<file path="src/rtl/sa_fifo_pkg.sv">
// rtl/sa_fifo_pkg.sv - shared sizes, types and helpers for the 128x18 FIFO controller
// Purpose: geometry constants, data/pointer types and the mod-3 index helper
// used by the controller and its output prefetch buffer.
package sa_fifo_pkg;
    localparam int SA_FIFO_DEPTH = 128;
    localparam int SA_FIFO_WIDTH = 18;
    localparam int SA_FIFO_AW    = 7;
    localparam int SA_FIFO_OBUF  = 3;
    localparam int SA_FIFO_CW    = 8;

    typedef logic [SA_FIFO_WIDTH-1:0] sa_fifo_data_t;
    typedef logic [SA_FIFO_AW-1:0]    sa_fifo_ptr_t;
    typedef logic [SA_FIFO_CW-1:0]    sa_fifo_cnt_t;

    // Output buffer has 3 slots, so its indices wrap at 2 rather than at a power of two.
    function automatic logic [1:0] obuf_inc(input logic [1:0] idx);
        return (idx == 2'd2) ? 2'd0 : idx + 2'd1;
    endfunction
endpackage

</file>
<file path="src/rtl/sa_fifo_obuf3.sv">
// rtl/sa_fifo_obuf3.sv - 3-entry circular prefetch buffer in front of the read stream
// Purpose: absorbs words landing from the RAM and presents the head word.
// Ports:
//   clk_i, rst_i        clock, synchronous active-high reset
//   land_i/land_data_i  write a landed RAM word at the tail
//   pop_i               consumer took the head word (already qualified by cnt_o != 0)
//   head_data_o         word at the head
//   cnt_o, cnt_nxt_o    current occupancy and occupancy after this cycle
module sa_fifo_obuf3
    import sa_fifo_pkg::*;
(
    input  logic          clk_i,
    input  logic          rst_i,
    input  logic          land_i,
    input  sa_fifo_data_t land_data_i,
    input  logic          pop_i,
    output sa_fifo_data_t head_data_o,
    output logic [1:0]    cnt_o,
    output logic [1:0]    cnt_nxt_o
);
    sa_fifo_data_t mem_q [SA_FIFO_OBUF];
    logic [1:0]    head_q, head_d;
    logic [1:0]    tail_q, tail_d;
    logic [1:0]    cnt_q,  cnt_d;

    always_comb begin
        head_d = pop_i  ? obuf_inc(head_q) : head_q;
        tail_d = land_i ? obuf_inc(tail_q) : tail_q;
        // Land and pop together leave the count unchanged while both indices move.
        cnt_d  = cnt_q + {1'b0, land_i} - {1'b0, pop_i};
    end

    always_ff @(posedge clk_i) begin
        if (rst_i) begin
            head_q <= 2'd0;
            tail_q <= 2'd0;
            cnt_q  <= 2'd0;
        end else begin
            head_q <= head_d;
            tail_q <= tail_d;
            cnt_q  <= cnt_d;
        end
    end

    // Storage is not reset; a word landing during reset is discarded by the cleared count.
    always_ff @(posedge clk_i) begin
        if (land_i) begin
            mem_q[tail_q] <= land_data_i;
        end
    end

    assign head_data_o = mem_q[head_q];
    assign cnt_o       = cnt_q;
    assign cnt_nxt_o   = rst_i ? 2'd0 : cnt_d;

    a_obuf_no_overflow:  assert property (@(posedge clk_i) disable iff (rst_i)
                                          !(land_i && !pop_i && cnt_q == 2'd3));
    a_obuf_no_underflow: assert property (@(posedge clk_i) disable iff (rst_i)
                                          !(pop_i && cnt_q == 2'd0));
    a_obuf_cnt_range:    assert property (@(posedge clk_i) disable iff (rst_i)
                                          cnt_q <= 2'd3);
endmodule

</file>
<file path="src/rtl/sa_fifo_ctrl_128x18.sv">
// rtl/sa_fifo_ctrl_128x18.sv - 128x18 synchronous FIFO controller driving an external RAM macro
// Purpose: valid/ready write and read streams over a 1-cycle-latency RAM, with a
// 3-entry prefetch buffer so reads stream at one word per cycle.
// Ports:
//   clk, rst                     clock, synchronous active-high reset
//   wr_valid/wr_ready/wr_data    write stream
//   rd_valid/rd_ready/rd_data    read stream
//   count                        entries held (RAM + in flight + output buffer), 0..131
//   ram_wa/ram_we/ram_di         RAM write port
//   ram_ra/ram_re/ram_dout       RAM read port, data valid the cycle after ram_re
//   pwrbus_ram_pd                RAM power-down bus, tied off
module sa_fifo_ctrl_128x18
    import sa_fifo_pkg::*;
(
    input  logic        clk,
    input  logic        rst,
    input  logic        wr_valid,
    output logic        wr_ready,
    input  logic [17:0] wr_data,
    output logic        rd_valid,
    input  logic        rd_ready,
    output logic [17:0] rd_data,
    output logic [7:0]  count,
    output logic [6:0]  ram_wa,
    output logic        ram_we,
    output logic [17:0] ram_di,
    output logic [6:0]  ram_ra,
    output logic        ram_re,
    input  logic [17:0] ram_dout,
    output logic [31:0] pwrbus_ram_pd
);
    sa_fifo_ptr_t wptr_q, wptr_d;
    sa_fifo_ptr_t rptr_q, rptr_d;
    sa_fifo_cnt_t ram_cnt_q, ram_cnt_d;
    sa_fifo_cnt_t count_q, count_d;
    logic         inflight_q;
    logic [1:0]   obuf_cnt, obuf_cnt_nxt;
    logic         push, issue, pop;

    assign wr_ready = (ram_cnt_q != 8'(SA_FIFO_DEPTH));
    assign push     = wr_valid & wr_ready & ~rst;
    // Issue looks only at registered state; a pop this cycle frees a slot for next cycle.
    assign issue    = (ram_cnt_q != 8'd0)
                    & ((3'(obuf_cnt) + 3'(inflight_q)) < 3'(SA_FIFO_OBUF))
                    & ~rst;
    assign pop      = rd_valid & rd_ready;

    always_comb begin
        wptr_d  = wptr_q + 7'(push);
        rptr_d  = rptr_q + 7'(issue);
        unique case ({push, issue})
            2'b10:   ram_cnt_d = ram_cnt_q + 8'd1;
            2'b01:   ram_cnt_d = ram_cnt_q - 8'd1;
            default: ram_cnt_d = ram_cnt_q;
        endcase
        count_d = ram_cnt_d + 8'(issue) + 8'(obuf_cnt_nxt);
    end

    always_ff @(posedge clk) begin
        if (rst) begin
            wptr_q     <= '0;
            rptr_q     <= '0;
            ram_cnt_q  <= '0;
            inflight_q <= 1'b0;
            count_q    <= '0;
        end else begin
            wptr_q     <= wptr_d;
            rptr_q     <= rptr_d;
            ram_cnt_q  <= ram_cnt_d;
            inflight_q <= issue;
            count_q    <= count_d;
        end
    end

    sa_fifo_obuf3 u_obuf (
        .clk_i       (clk),
        .rst_i       (rst),
        .land_i      (inflight_q),
        .land_data_i (ram_dout),
        .pop_i       (pop),
        .head_data_o (rd_data),
        .cnt_o       (obuf_cnt),
        .cnt_nxt_o   (obuf_cnt_nxt)
    );

    assign rd_valid      = (obuf_cnt != 2'd0);
    assign count         = count_q;
    assign ram_we        = push;
    assign ram_wa        = wptr_q;
    assign ram_di        = wr_data;
    assign ram_re        = issue;
    assign ram_ra        = rptr_q;
    assign pwrbus_ram_pd = '0;

    a_ram_cnt_range: assert property (@(posedge clk) disable iff (rst)
                                      ram_cnt_q <= 8'(SA_FIFO_DEPTH));
    a_count_range:   assert property (@(posedge clk) disable iff (rst)
                                      count_q <= 8'(SA_FIFO_DEPTH + SA_FIFO_OBUF));
    a_no_push_full:  assert property (@(posedge clk) disable iff (rst)
                                      !(push && ram_cnt_q == 8'(SA_FIFO_DEPTH)));
endmodule

</file>
<file path="config.mk">
export PLATFORM = sky130hd
export DESIGN_NAME = sa_fifo_ctrl_128x18
export DESIGN_NICKNAME = d
export VERILOG_FILES = /design/src/rtl/sa_fifo_pkg.sv /design/src/rtl/sa_fifo_obuf3.sv /design/src/rtl/sa_fifo_ctrl_128x18.sv
export SDC_FILE = /design/constraint.sdc
export NUM_CORES = 1
export LEC_CHECK = 0
export ABC_CLOCK_PERIOD_IN_PS = 11000
export BUFFER_PORTS_ARGS = -buffer_cell sky130_fd_sc_hd__buf_2
export CORE_AREA = 2 2 95 143
export DETAILED_ROUTE_END_ITERATION = 10
export DIE_AREA = 0 0 97 145
export GPL_TIMING_DRIVEN = 0
export PLACE_DENSITY_LB_ADDON = 0.08
export SLEW_MARGIN = 15
export SYNTH_ARGS = -nofsm -noshare
export SYNTH_HDL_FRONTEND = slang
export SYNTH_HIERARCHICAL = 1
export SYNTH_SLANG_ARGS = --single-unit
</file>
<file path="constraint.sdc">
create_clock -name clk -period 11 [get_ports clk]
set_clock_uncertainty 0.15 [all_clocks]
set_input_delay 1.1 -clock clk [delete_from_list [all_inputs] [get_ports clk]]
set_output_delay 1.1 -clock clk [all_outputs]
set_load 0.05 [all_outputs]
</file>
==> impl_metrics.py <==
metrics = {
    "sta": {
        "fin_crit_ns": 4.355,
        "worstMarginPinSlew_ns": 0.9984,
        "setup_viol": 0,
        "slew_headroom": 0.3344,
        "tns_ns": 0,
        "final_hold_viol_count": 0,
        "final_max_slew_viol_count": 0,
        "fmax_mhz": 229.6,
        "layout_setup_ws_ns": 6.645,
        "fin_crit_sh": 0.3959,
        "rsz0062_at_grt": "no",
    },
    "yosys": {
        "yosys_warnings": 6,
        "muxShareOfSynthArea": 0.04906,
        "synth_top_family_by_area": "simple AND/OR/NAND/NOR gates",
        "synth-simple-area-share": 0.1282,
        "synth-compound-area-share": 0.06977,
        "synth_cells": 371,
        "synth_edf_count": 54,
        "synthXorXnorAreaFrac": 0.03885,
        "async_flop_share": 0,
        "ys_seq_area_frac": 0.5445,
        "syn_area_per_cell_um2": 11.89,
        "synth_seq_cells": 93,
        "synth_fa_ha_area_frac": 0.05899,
        "yosysUniqueCellTypes": 59,
        "yosys_most_used_dff": "edfxtp_1",
        "synth_area_um2": 4412,
    },
    "detailed_routing": {
        "first_pass_iters": 4,
        "drt-initial-drc-count": 51,
        "routedWlPerCell_um": 13.59,
        "vias_per_cell": 4.436,
        "via_count": 2941,
        "post-route-drc-count": 0,
        "routed_wl_um": 9013,
        "drtAntennaViolNets": 0,
    },
    "worst_setup_path": {
        "path_class": "in2reg",
        "cp_data_arrival_time_ns": 4.47,
        "worstPathRequired_ns": 11.11,
        "max_stage_delay_ns": 0.52,
        "end_kind": "flip-flop",
        "worstPathCellList": "buf_2 > a211o_1 > a21oi_1 > ha_1 > fa_1 > mux2_2 > ha_1 > a21o_1 > nand2_1 > nor3_2 > a311o_1 > a21oi_1",
        "cpMaxStageDelayCell": "ha_1",
        "start_kind": "input pin",
        "cp_max_fo": 11,
    },
    "die": {
        "initial_core_util": 0.3440,
        "die_h_um": 145,
        "chipWidth_um": 97,
        "rows": 51,
        "io_pins": 134,
        "core_area_um2": 12830,
        "dieArea_um2": 14070,
    },
    "pwr": {
        "total_leakage_power_uw": 0.002376,
        "peakVddDrop_mv": 0.1557,
        "power_density_nw_per_um2": 269.3,
        "power_uw": 1482,
    },
    "final_layout": {
        "area_growth_pct": 24.79,
        "layout_commonest_cell": "buf_2",
        "layout_common_cells": "88 x buf_2, 54 x edfxtp_1, 52 x buf_4",
        "nNetsFinal": 558,
        "diodes": 0,
        "layout-drive-gt1-share": 0.3512,
    },
    "clock_network": {
        "numCtsBuffers": 9,
        "htreeDepth": 3,
        "cts.repair.resized": 0,
        "cts_tree": "done",
        "clockBufferDepth": 2,
        "clk_latency_ns": 0.34,
        "cts_hold_buf": 0,
        "cts_setup_buffers": 0,
        "root_buffer": "clkbuf_16",
        "cts_sinks": 93,
        "clk_pin_slew_ns": 0.06,
    },
    "global_route": {
        "gr-total-overflow": 0,
        "grt_max_degree": 20,
        "antenna_found_initial": 0,
        "track_usage": 0.1321,
        "grt_pass1_wl_um": 14720,
        "grt_pass1_vias": 2964,
    },
    "hold_path": {
        "hp-class": "reg2reg",
    },
    "run_status": {
        "status": "complete, no violations",
    },
    "place": {
        "place_congestion": 0.7666,
        "pre_cts_slack_ns": 6.255,
        "dp_hpwl_um": 6734,
        "io_buffers": 83,
    },
    "flow_run": {
        "drv_cap": 0,
    },
}
## cells in the mapped netlist (2+ instances only)
| cell | number | area share |
|---|---|---|
| a21o_1 | 2 | 0.0034 |
| a21oi_1 | 9 | 0.010 |
| and3_1 | 2 | 0.0028 |
| buf_2 | 5 | 0.0057 |
| buf_4 | 51 | 0.087 |
| clkbuf_1 | 2 | 0.0017 |
| dfxtp_1 | 39 | 0.18 |
| edfxtp_1 | 54 | 0.37 |
| fa_1 | 3 | 0.014 |
| ha_1 | 16 | 0.045 |
| inv_1 | 9 | 0.0077 |
| mux2i_1 | 19 | 0.043 |
| nand2_1 | 29 | 0.025 |
| nand2b_1 | 2 | 0.0028 |
| nand3_1 | 7 | 0.0079 |
| nand3b_1 | 3 | 0.0051 |
| nor2_1 | 26 | 0.022 |
| nor2b_1 | 10 | 0.014 |
| nor3_1 | 2 | 0.0023 |
| nor3_2 | 2 | 0.0045 |
| nor3b_1 | 3 | 0.0051 |
| o21a_1 | 2 | 0.0034 |
| o21ai_0 | 12 | 0.014 |
| o21ai_1 | 10 | 0.011 |
| o21ba_2 | 2 | 0.0045 |
| o31a_1 | 2 | 0.0040 |
| xnor2_1 | 12 | 0.024 |
| xor2_1 | 5 | 0.0099 |
## per-layer routing
metal  wire (um)  part of all wire  global-route usage
met5           0                 0                   0
met4         119             0.013             0.05070
met3         341             0.038             0.02553
met2        5141              0.57              0.2559
met1        3411              0.38              0.1371
## final timing paths
kind | from | end | slack [ns] | cells past startpoint
hold reg to reg | u_obuf/head_q[1] | u_obuf/head_q[1] | 0.35 | 2
setup reg to reg | inflight_q | count[7] | 6.75 | 13
hold / removal | u_obuf/head_q[1] | u_obuf/head_q[1] | 0.35 | 2
setup / recovery | rst | count[7] | 6.64 | 12
## state kept, by name, indices dropped and copies added, names as in the netlist, named ones only
signal,flops
u_obuf/mem_q,54
count,8
ram_cnt_q,8
ram_ra,7
ram_wa,7
u_obuf/cnt_o,2
u_obuf/head_q,2
u_obuf/tail_q,2
inflight_q,1
## report_power, final
part	internal, uW	switching, uW
clock network	201	129
logic	229	458
registers	437	29.0
## worst max-delay path: cells and delay by family
family,cells,cell delay [ns]
muxes,1,0.31
buffers and inverters,1,0.17
AOI/OAI and AO/OA,5,1.38
and+or+nand+nor,2,0.22
adders and majority gates,3,1.28
## per-stage QoR
stage                 util  instances  area [um^2]  hold slack, ns
finish              0.4292        663         5505          0.3528
global placement    0.4009        644         5142          0.3365
global route        0.4292        663         5505          0.3804
detailed placement  0.4042        647         5184          0.3441
floorplan                -        402         4528          0.3063
CTS                 0.4292        663         5505          0.3552
## logic make-up after synthesis
family	after synthesis
and+or+nand+nor	101
DFF	93
buffers and inverters	70
AOI/OAI and AO/OA	48
muxes	21
adders and majority gates	19
xor gates and xnor gates	18
other	1
## cell type report
type                       count  area [um^2]
clock buffer                  10        229.0
buffer                        61        450.4
timing repair buffer          86        449.2
fill                        1269         7321
sequential                    93         2402
tap                          159        198.9
multi-input combinational    239         1649
inverter                       9        33.78
clock inverter                 6        92.59
(Power assumes the default switching activity.)
